--- src/rtl/frame_reader_if.sv ---
// Frame reader bus: control, image-memory read port and pixel stream.
// Master side is the frame reader; slave side is memory plus downstream sink.
// Stream uses valid/ready; memory port has a fixed 1-cycle read latency.
interface frame_reader_if #(
  parameter int ColorBits = 8
);
  logic                 start;
  logic                 busy;
  logic                 done;
  logic [8:0]           XRead;
  logic [7:0]           YRead;
  logic [ColorBits-1:0] RRead;
  logic [ColorBits-1:0] GRead;
  logic [ColorBits-1:0] BRead;
  logic                 pix_valid;
  logic                 pix_ready;
  logic [ColorBits-1:0] pix_r;
  logic [ColorBits-1:0] pix_g;
  logic [ColorBits-1:0] pix_b;
  logic [8:0]           pix_x;
  logic [7:0]           pix_y;
  logic                 pix_sof;
  logic                 pix_eol;
  logic                 pix_eof;

  modport master (
    input  start, RRead, GRead, BRead, pix_ready,
    output busy, done, XRead, YRead,
    output pix_valid, pix_r, pix_g, pix_b, pix_x, pix_y, pix_sof, pix_eol, pix_eof
  );

  modport slave (
    output start, RRead, GRead, BRead, pix_ready,
    input  busy, done, XRead, YRead,
    input  pix_valid, pix_r, pix_g, pix_b, pix_x, pix_y, pix_sof, pix_eol, pix_eof
  );
endinterface

--- src/rtl/frame_reader.sv ---
// Raster-scans the image memory and streams pixels with sof/eol/eof markers.
// Latency: start in cycle 0 -> address (0,0) in cycle 1 -> first beat in cycle 3.
// Backpressure: 4-entry FIFO; reads stop when FIFO + in-flight reach 4, fields hold.
module frame_reader #(
  parameter int Width     = 320,
  parameter int Height    = 240,
  parameter int ColorBits = 8
) (
  input  logic           clk,
  input  logic           rst_n,
  frame_reader_if.master bus
);

  typedef enum logic [1:0] {S_IDLE, S_RUN, S_DRAIN} state_t;

  typedef struct packed {
    logic [ColorBits-1:0] r;
    logic [ColorBits-1:0] g;
    logic [ColorBits-1:0] b;
    logic [8:0]           x;
    logic [7:0]           y;
  } pix_t;

  localparam logic [8:0] XLast = 9'(Width - 1);
  localparam logic [7:0] YLast = 8'(Height - 1);

  state_t     r_state, w_state_nxt;
  logic       r_va;            // address on XRead/YRead is a live read this cycle
  logic       r_vb;            // memory data on R/G/BRead is live this cycle
  logic       r_done;
  logic [8:0] r_xrd, r_xb, w_xnxt;
  logic [7:0] r_yrd, r_yb, w_ynxt;
  pix_t       r_fifo [4];
  logic [1:0] r_wp, r_rp;
  logic [2:0] r_cnt, w_occ;
  logic       w_issue, w_push, w_pop, w_vld, w_last_addr, w_last_beat;
  pix_t       w_head, w_in;

  // Occupancy seen by the issue rule: FIFO entries plus both in-flight stages.
  assign w_occ       = r_cnt + {2'b00, r_va} + {2'b00, r_vb};
  assign w_last_addr = r_va && (r_xrd == XLast) && (r_yrd == YLast);
  assign w_vld       = (r_cnt != 3'd0);
  assign w_head      = r_fifo[r_rp];
  assign w_last_beat = (w_head.x == XLast) && (w_head.y == YLast);
  assign w_push      = r_vb;
  assign w_pop       = w_vld && bus.pix_ready;
  assign w_in        = '{r: bus.RRead, g: bus.GRead, b: bus.BRead, x: r_xb, y: r_yb};

  // Next read address: a new frame starts at (0,0), otherwise raster increment.
  always_comb begin
    w_xnxt = 9'd0;
    w_ynxt = 8'd0;
    if (r_state != S_IDLE) begin
      if (r_xrd == XLast) begin
        w_xnxt = 9'd0;
        w_ynxt = r_yrd + 8'd1;
      end else begin
        w_xnxt = r_xrd + 9'd1;
        w_ynxt = r_yrd;
      end
    end
  end

  // FSM next state and read-issue decision from registered occupancy only.
  always_comb begin
    w_state_nxt = r_state;
    w_issue     = 1'b0;
    case (r_state)
      S_IDLE: begin
        if (bus.start) begin
          w_issue     = 1'b1;
          w_state_nxt = S_RUN;
        end
      end
      S_RUN: begin
        if (w_last_addr) begin
          w_state_nxt = S_DRAIN;
        end else if (w_occ < 3'd4) begin
          w_issue = 1'b1;
        end
      end
      S_DRAIN: begin
        if (w_pop && w_last_beat) begin
          w_state_nxt = S_IDLE;
        end
      end
      default: w_state_nxt = S_IDLE;
    endcase
  end

  // State, read pipeline, address counter and FIFO pointers.
  always_ff @(posedge clk) begin
    if (!rst_n) begin
      r_state <= S_IDLE;
      r_va    <= 1'b0;
      r_vb    <= 1'b0;
      r_done  <= 1'b0;
      r_xrd   <= 9'd0;
      r_yrd   <= 8'd0;
      r_xb    <= 9'd0;
      r_yb    <= 8'd0;
      r_wp    <= 2'd0;
      r_rp    <= 2'd0;
      r_cnt   <= 3'd0;
    end else begin
      r_state <= w_state_nxt;
      r_va    <= w_issue;
      r_vb    <= r_va;
      r_done  <= (r_state == S_DRAIN) && w_pop && w_last_beat;
      if (w_issue) begin
        r_xrd <= w_xnxt;
        r_yrd <= w_ynxt;
      end
      if (r_va) begin
        r_xb <= r_xrd;
        r_yb <= r_yrd;
      end
      if (w_push) r_wp <= r_wp + 2'd1;
      if (w_pop)  r_rp <= r_rp + 2'd1;
      r_cnt <= r_cnt + {2'b00, w_push} - {2'b00, w_pop};
    end
  end

  // FIFO storage; contents need no reset because the outputs are gated by valid.
  always_ff @(posedge clk) begin
    if (w_push) r_fifo[r_wp] <= w_in;
  end

  assign bus.busy      = (r_state != S_IDLE);
  assign bus.done      = r_done;
  assign bus.XRead     = r_xrd;
  assign bus.YRead     = r_yrd;
  assign bus.pix_valid = w_vld;
  assign bus.pix_r     = w_vld ? w_head.r : '0;
  assign bus.pix_g     = w_vld ? w_head.g : '0;
  assign bus.pix_b     = w_vld ? w_head.b : '0;
  assign bus.pix_x     = w_vld ? w_head.x : 9'd0;
  assign bus.pix_y     = w_vld ? w_head.y : 8'd0;
  assign bus.pix_sof   = w_vld && (w_head.x == 9'd0) && (w_head.y == 8'd0);
  assign bus.pix_eol   = w_vld && (w_head.x == XLast);
  assign bus.pix_eof   = w_vld && w_last_beat;

endmodule

--- src/flat_wrapper.sv ---
// flat-port wrapper written by rule: the top's interface ports become plain ports
module frame_reader_flat 
#(
  parameter int Width     = 320,
  parameter int Height    = 240,
  parameter int ColorBits = 8
)
  (clk, rst_n, bus_start, bus_RRead, bus_GRead, bus_BRead, bus_pix_ready, bus_busy, bus_done, bus_XRead, bus_YRead, bus_pix_valid, bus_pix_r, bus_pix_g, bus_pix_b, bus_pix_x, bus_pix_y, bus_pix_sof, bus_pix_eol, bus_pix_eof);
  frame_reader_if #(.ColorBits(ColorBits)) bus_i ();
  input  logic clk;
  input  logic rst_n;
  input wire logic [$bits(bus_i.start)-1:0] bus_start;
  input wire logic [$bits(bus_i.RRead)-1:0] bus_RRead;
  input wire logic [$bits(bus_i.GRead)-1:0] bus_GRead;
  input wire logic [$bits(bus_i.BRead)-1:0] bus_BRead;
  input wire logic [$bits(bus_i.pix_ready)-1:0] bus_pix_ready;
  output wire logic [$bits(bus_i.busy)-1:0] bus_busy;
  output wire logic [$bits(bus_i.done)-1:0] bus_done;
  output wire logic [$bits(bus_i.XRead)-1:0] bus_XRead;
  output wire logic [$bits(bus_i.YRead)-1:0] bus_YRead;
  output wire logic [$bits(bus_i.pix_valid)-1:0] bus_pix_valid;
  output wire logic [$bits(bus_i.pix_r)-1:0] bus_pix_r;
  output wire logic [$bits(bus_i.pix_g)-1:0] bus_pix_g;
  output wire logic [$bits(bus_i.pix_b)-1:0] bus_pix_b;
  output wire logic [$bits(bus_i.pix_x)-1:0] bus_pix_x;
  output wire logic [$bits(bus_i.pix_y)-1:0] bus_pix_y;
  output wire logic [$bits(bus_i.pix_sof)-1:0] bus_pix_sof;
  output wire logic [$bits(bus_i.pix_eol)-1:0] bus_pix_eol;
  output wire logic [$bits(bus_i.pix_eof)-1:0] bus_pix_eof;
  assign bus_i.start = bus_start;
  assign bus_i.RRead = bus_RRead;
  assign bus_i.GRead = bus_GRead;
  assign bus_i.BRead = bus_BRead;
  assign bus_i.pix_ready = bus_pix_ready;
  assign bus_busy = bus_i.busy;
  assign bus_done = bus_i.done;
  assign bus_XRead = bus_i.XRead;
  assign bus_YRead = bus_i.YRead;
  assign bus_pix_valid = bus_i.pix_valid;
  assign bus_pix_r = bus_i.pix_r;
  assign bus_pix_g = bus_i.pix_g;
  assign bus_pix_b = bus_i.pix_b;
  assign bus_pix_x = bus_i.pix_x;
  assign bus_pix_y = bus_i.pix_y;
  assign bus_pix_sof = bus_i.pix_sof;
  assign bus_pix_eol = bus_i.pix_eol;
  assign bus_pix_eof = bus_i.pix_eof;
  frame_reader #(.Width(Width), .Height(Height), .ColorBits(ColorBits)) u_core (.clk(clk), .rst_n(rst_n), .bus(bus_i));
endmodule
--- config.mk ---
export PLATFORM = sky130hd
export DESIGN_NAME = frame_reader_flat
export DESIGN_NICKNAME = d
export VERILOG_FILES = /design/src/rtl/frame_reader_if.sv /design/src/rtl/frame_reader.sv /design/src/flat_wrapper.sv
export SDC_FILE = /design/constraint.sdc
export NUM_CORES = 1
export LEC_CHECK = 0
export BUFFER_PORTS_ARGS = -buffer_cell sky130_fd_sc_hd__buf_2
export CAP_MARGIN = 25
export CELL_PAD_IN_SITES_DETAIL_PLACEMENT = 1
export CELL_PAD_IN_SITES_GLOBAL_PLACEMENT = 1
export CORE_MARGIN = 4
export CORE_UTILIZATION = 49
export CTS_CLUSTER_DIAMETER = 40
export CTS_CLUSTER_SIZE = 10
export DETAILED_ROUTE_END_ITERATION = 10
export PLACE_DENSITY_LB_ADDON = 0.1
export SETUP_SLACK_MARGIN = 0.5
export SLEW_MARGIN = 20
export SYNTH_ARGS = -nofsm -noshare
export SYNTH_HDL_FRONTEND = slang
export SYNTH_SLANG_ARGS = --single-unit
--- constraint.sdc ---
create_clock -name clk -period 2.9 [get_ports clk]
set_input_delay 0.58 -clock clk [delete_from_list [all_inputs] [get_ports clk]]
set_output_delay 0.58 -clock clk [all_outputs]
set_load 0.01 [all_outputs]
-- Yosys cells after proc, flatten, opt, wreduce, memory -nomap -nowiden
Memory sizes are Yosys's and may differ from the RTL's. A register that Yosys moved wholly into a read port is not among the register bits.
Index checks and enable logic that the tools add are counted.
- $lt $le $gt $ge: 1
- equal/unequal tests: 10
- mux-type cells: 21
- $add $sub $neg: 8
- reduce and logical (&&, ||, !) cells: 18
- operators by type and width (cell ; number):
    $mux 8 ; 6
    $mux 9 ; 3
    $eq 9x9->1 const B ; 2
    $eq 8x8->1 const B ; 2
    $logic_and 1x1->1 ; 11
    $mux 2 ; 5
    $add 3x1->3 ; 3
    $add 9x1->9 const B ; 1
    $logic_not 9->1 ; 1
    $add 8x1->8 const B ; 1
    $logic_not 8->1 ; 1
    $ne 2x1->1 const B ; 3
    $pmux 2 s3 ; 1
    $mux 1 ; 5
    $add 2x1->2 const B ; 2
    $lt 3x3->1 const B ; 1
    $reduce_and 3->1 ; 1
    $reduce_bool 3->1 ; 1
    $sub 3x1->3 ; 1
    $eq 2x1->1 const B ; 1
    $eq 2x2->1 const B ; 1
    $logic_not 2->1 ; 1
    $ne 2x2->1 const B ; 1
    $pmux 1 s2 ; 1
    2 further kinds ; 2
- output and inout bits: 64
- flip-flop bits (word level): 46
- bits of input ports: 28
- memories: 1
- RAM bits: 164
- memory list (name ; words ; bits a word ; read ports ; clocked after memory_dff ; wr ports ; RTL line ; RTL):
    u_core.r_fifo ; 4 ; 41 ; 1 ; 1 ; 1 ; frame_reader.sv:33 ; pix_t r_fifo [4];

-- Longest topological paths before layout
- depth in word-level cells: 7
- mapped depth: 10
- depth with buffers taken out: 10

-- Least setup slack after synthesis
Ideal clock, no wire load.
- path type: reg-to-output
- start: register (tool-made name)
- end: output bus_pix_sof
- path buffers: 1
- path slack: 0.462 ns
- cell stages (with the launch flop): 5
- arrival time: 1.858 ns
- required time: 2.320 ns
- cell sequence: dfxtp_1 -> buf_6 -> mux4_2 -> or4_1 -> nor4_2
- RTL lines (item ; RTL line ; RTL):
    to (decl) ; flat_wrapper.sv:27 ; output wire logic [$bits(bus_i.pix_sof)-1:0] bus_pix_sof;

==> results.yml <==
min_path:
  holdPathEnd: "u_core.r_fifo[0][28]"
  holdCritStartpoint: "bus_GRead[3]"
  hold_depth: 1
  hp-class: "in2reg"
routing:
  drt_iter0_drc: 252
  via_per_inst: 5.592
  via_count: 5100
  wl_um: 20890
  drt_pass1_iterations: 6
  routedWlPerCell_um: 22.90
  postRouteAntennaNets: 0
  drc: 0
logic_synthesis:
  yosys.area_share.simple_pct: 10.03
  yosys_warnings: 0
  synth-seq-area-share_pct: 68.90
  synth_top_family_by_area: "multiplexers"
  syn_area_per_cell_um2: 16.43
  synth_adder_area_share_pct: 1.553
  synth-edff-count: 164
  synth_compound_area_share_pct: 3.999
  synthDistinctLibCells: 60
  synth_xor_area_share_pct: 0.7031
  synth_top_area_share_pct: 57.65
  syn_inst: 520
  post-synth-top-count-cell: "edfxtp_1"
  synth_seq_cells: 212
  synthFlopType: "edfxtp_1"
  synth_commonest_cells: "edfxtp_1 (164), and2_1 (51), dfxtp_1 (48)"
  syn_area_mm2: 0.008542
  synth_mux_area_share_pct: 12.88
  synthTopCellsByArea: "edfxtp_1 (58%), dfxtp_1 (11%), mux4_2 (10%), and2_1 (3.7%), mux2i_1 (2.5%)"
  syn_nets: 558
  async_flop_share_pct: 0
  yosysTopAreaCell: "edfxtp_1"
timing:
  fin_ws_ns: -0.2722
  max_freq_mhz: 315.2
  max_slew_margin_pct: 56.36
  worst_pin_slew_ns: 0.6546
  finClkSkew_ns: 0.01332
  min_period_ns: 3.172
  rsz0062_at_grt: "true"
  fin_tns_setup_ns: -0.6584
  setup_viol: 15
  finalHoldViolations: 0
  slew_viol_final: 0
  finalCritPeriodShare_pct: 109.4
place:
  place.gp.congestion: 0.7890
  place_worst_setup_slack_ns: 0.3153
  io_buffers: 91
  dpl.hpwl_um: 11550
setup_path:
  cp_max_fo: 8
  r2r-start: "u_core.r_cnt[2]"
  worst_setup_path_start_kind: "register"
  setup.worst_path.class: "reg2out"
  reg2reg_slack_ns: 0.62
  worstReg2RegEnd: "u_core.r_cnt[2]"
  cp-end-kind: "output pin"
  crit_required_ns: 2.32
  reg2regPathDepth: 11
  cp.arrival_ns: 2.59
floorplan:
  start_util_pct: 49.73
  dieArea_mm2: 0.01961
  num_io_pins: 92
  dieWidth_um: 140.0
  core_mm2: 0.01718
  fp-row-count: 48
  die_y_um: 140.0
global_route:
  overflow: 0
  grt_max_degree: 42
  track_usage_pct: 21.13
  grt_pass1_wl_um: 32020
  grt_antenna_before_repair: 0
  grt_pass1_vias: 5513
power:
  p_per_area_mw_per_mm2: 876.5
  vdd_drop_max_uv: 465.1
  p_leak_nw: 3.961
clock_network:
  cts_tree: "yes"
  cts.htree.levels: 1
  clkSlewWorstSetupHoldPaths_ns: 0.05
  cts_made_buffers: 30
  clk_path_buf_depth: 3
  clk_latency_ns: 0.54
  root_buffer: "clkbuf_16"
  clock-sinks: 212
layout:
  multi_input_area_mm2: 0.002644
  seqCellArea_mm2: 0.005896
  fin_nets: 701
  syn_to_final_growth_pct: 27.60
  nFillCells: 1591
  drive_gt1_share_pct: 39.16
  diodes: 0
outcome:
  violations: "negative setup slack"
  status: "finished, violations left"
run:
  cap_violations: 0
## sequential cells by signal (all words and copies together) (netlist names), named ones only
signal / cells
u_core.r_cnt: 3
u_core.bus.done: 1
u_core.r_fifo: 164
u_core.r_vb: 1
u_core.r_yb: 8
u_core.r_va: 1
u_core.bus.XRead: 9
u_core.r_state: 2
u_core.r_xb: 9
u_core.r_rp: 2
u_core.r_wp: 2
u_core.bus.YRead: 8
## power breakdown
part	internal (mW)	switching, mW
registers	3.35	0.0767
clock network	2.32	1.28
logic	1.33	1.20
total	7.00	2.55
## how the worst max path moves through the flow
stage              from     endpoint  slack [ns]  depth (start not counted)
2_1_floorplan  register  bus_pix_sof        0.51                          6
3_3_place_gp   register  bus_pix_sof        0.34                          6
3_5_place_dp   register  bus_pix_sof        0.32                          6
4_1_cts        register  bus_pix_sof       -0.22                          6
5_1_grt        register  bus_pix_sof       -0.34                          6
6_report       register  bus_pix_sof       -0.27                          6
## critical path, cell delays in order (launching register included)
cell     delay, ns
dfxtp_4       0.37
buf_12        0.14
mux4_2        0.58
nor4_4        0.33
nand2_2       0.13
nor4_4        0.32
buf_4         0.19
## per-layer routing
| layer | vias to the layer above | GRT usage, % | part of all wire, % |
|---|---|---|---|
| met4 | 0 | 5.813 | 2.3 |
| met2 | 156 | 38.47 | 53 |
| li1 | 2291 | - | - |
| met3 | 41 | 3.482 | 4.2 |
| met5 | - | 0 | 0 |
| met1 | 2612 | 26.19 | 40 |
## timing repair
| item | in CTS | in global routing |
|---|---|---|
| pin swaps | 4 | 3 |
| gates resized for setup | 36 | 27 |
| cloned | 2 | 3 |
| buffers inserted | 11 | 12 |
| hold buffers | 0 | 0 |
| setup endpoints to repair | 47 | 58 |
## metrics by stage
stage	cell area, µm²	power, mW	instances	utilization [%]	hold slack (ns)
floorplan	8554	4.713	520	-	0.4594
CTS	10630	9.239	897	61.88	0.2408
detailed placement	9318	5.341	828	54.25	0.5152
global placement	9318	5.302	828	54.25	0.4841
global route	10900	9.955	912	63.45	0.2528
finish	10900	9.553	912	63.45	0.2603
## area by class of cell
class                   instances  share of cell area, %
clock buffers                  49                  8.690
clock inverters                 7                 0.6543
inverters                      12                 0.4133
multi-input cells             274                  24.26
flip-flops and latches        212                  54.09
well taps                     225                  2.583
repair buffers                133                  9.310
## kinds of logic (layout without fill, tap and decap cells)
family                   Yosys count  after routing
AO/OA/AOI/OAI                     42             42
AND/OR/NAND/NOR                  155            155
flip-flops                       212            212
multiplexers                      61             61
XOR/XNOR                           6              6
buffers and inverters             34            201
adder cells (fa/ha/maj)           10             10
## cell usage in the layout, fill, tap and decap left out, drive strengths merged, types with 3 or more instances in the layout
cell type,count
o21ai,11
clkinv,4
nor3,5
nand3,13
a211oi,3
edfxtp,164
or4,3
xnor2,4
a21oi,10
ha,9
nor3b,3
nor4,5
mux2i,21
or3,4
nand4,3
mux4,39
nand2,20
clkbuf,52
inv,14
o22a,6
dfxtp,48
and3,5
nor2,34
and2,52
nor2b,3
buf,130
(Power assumes the default switching activity.)
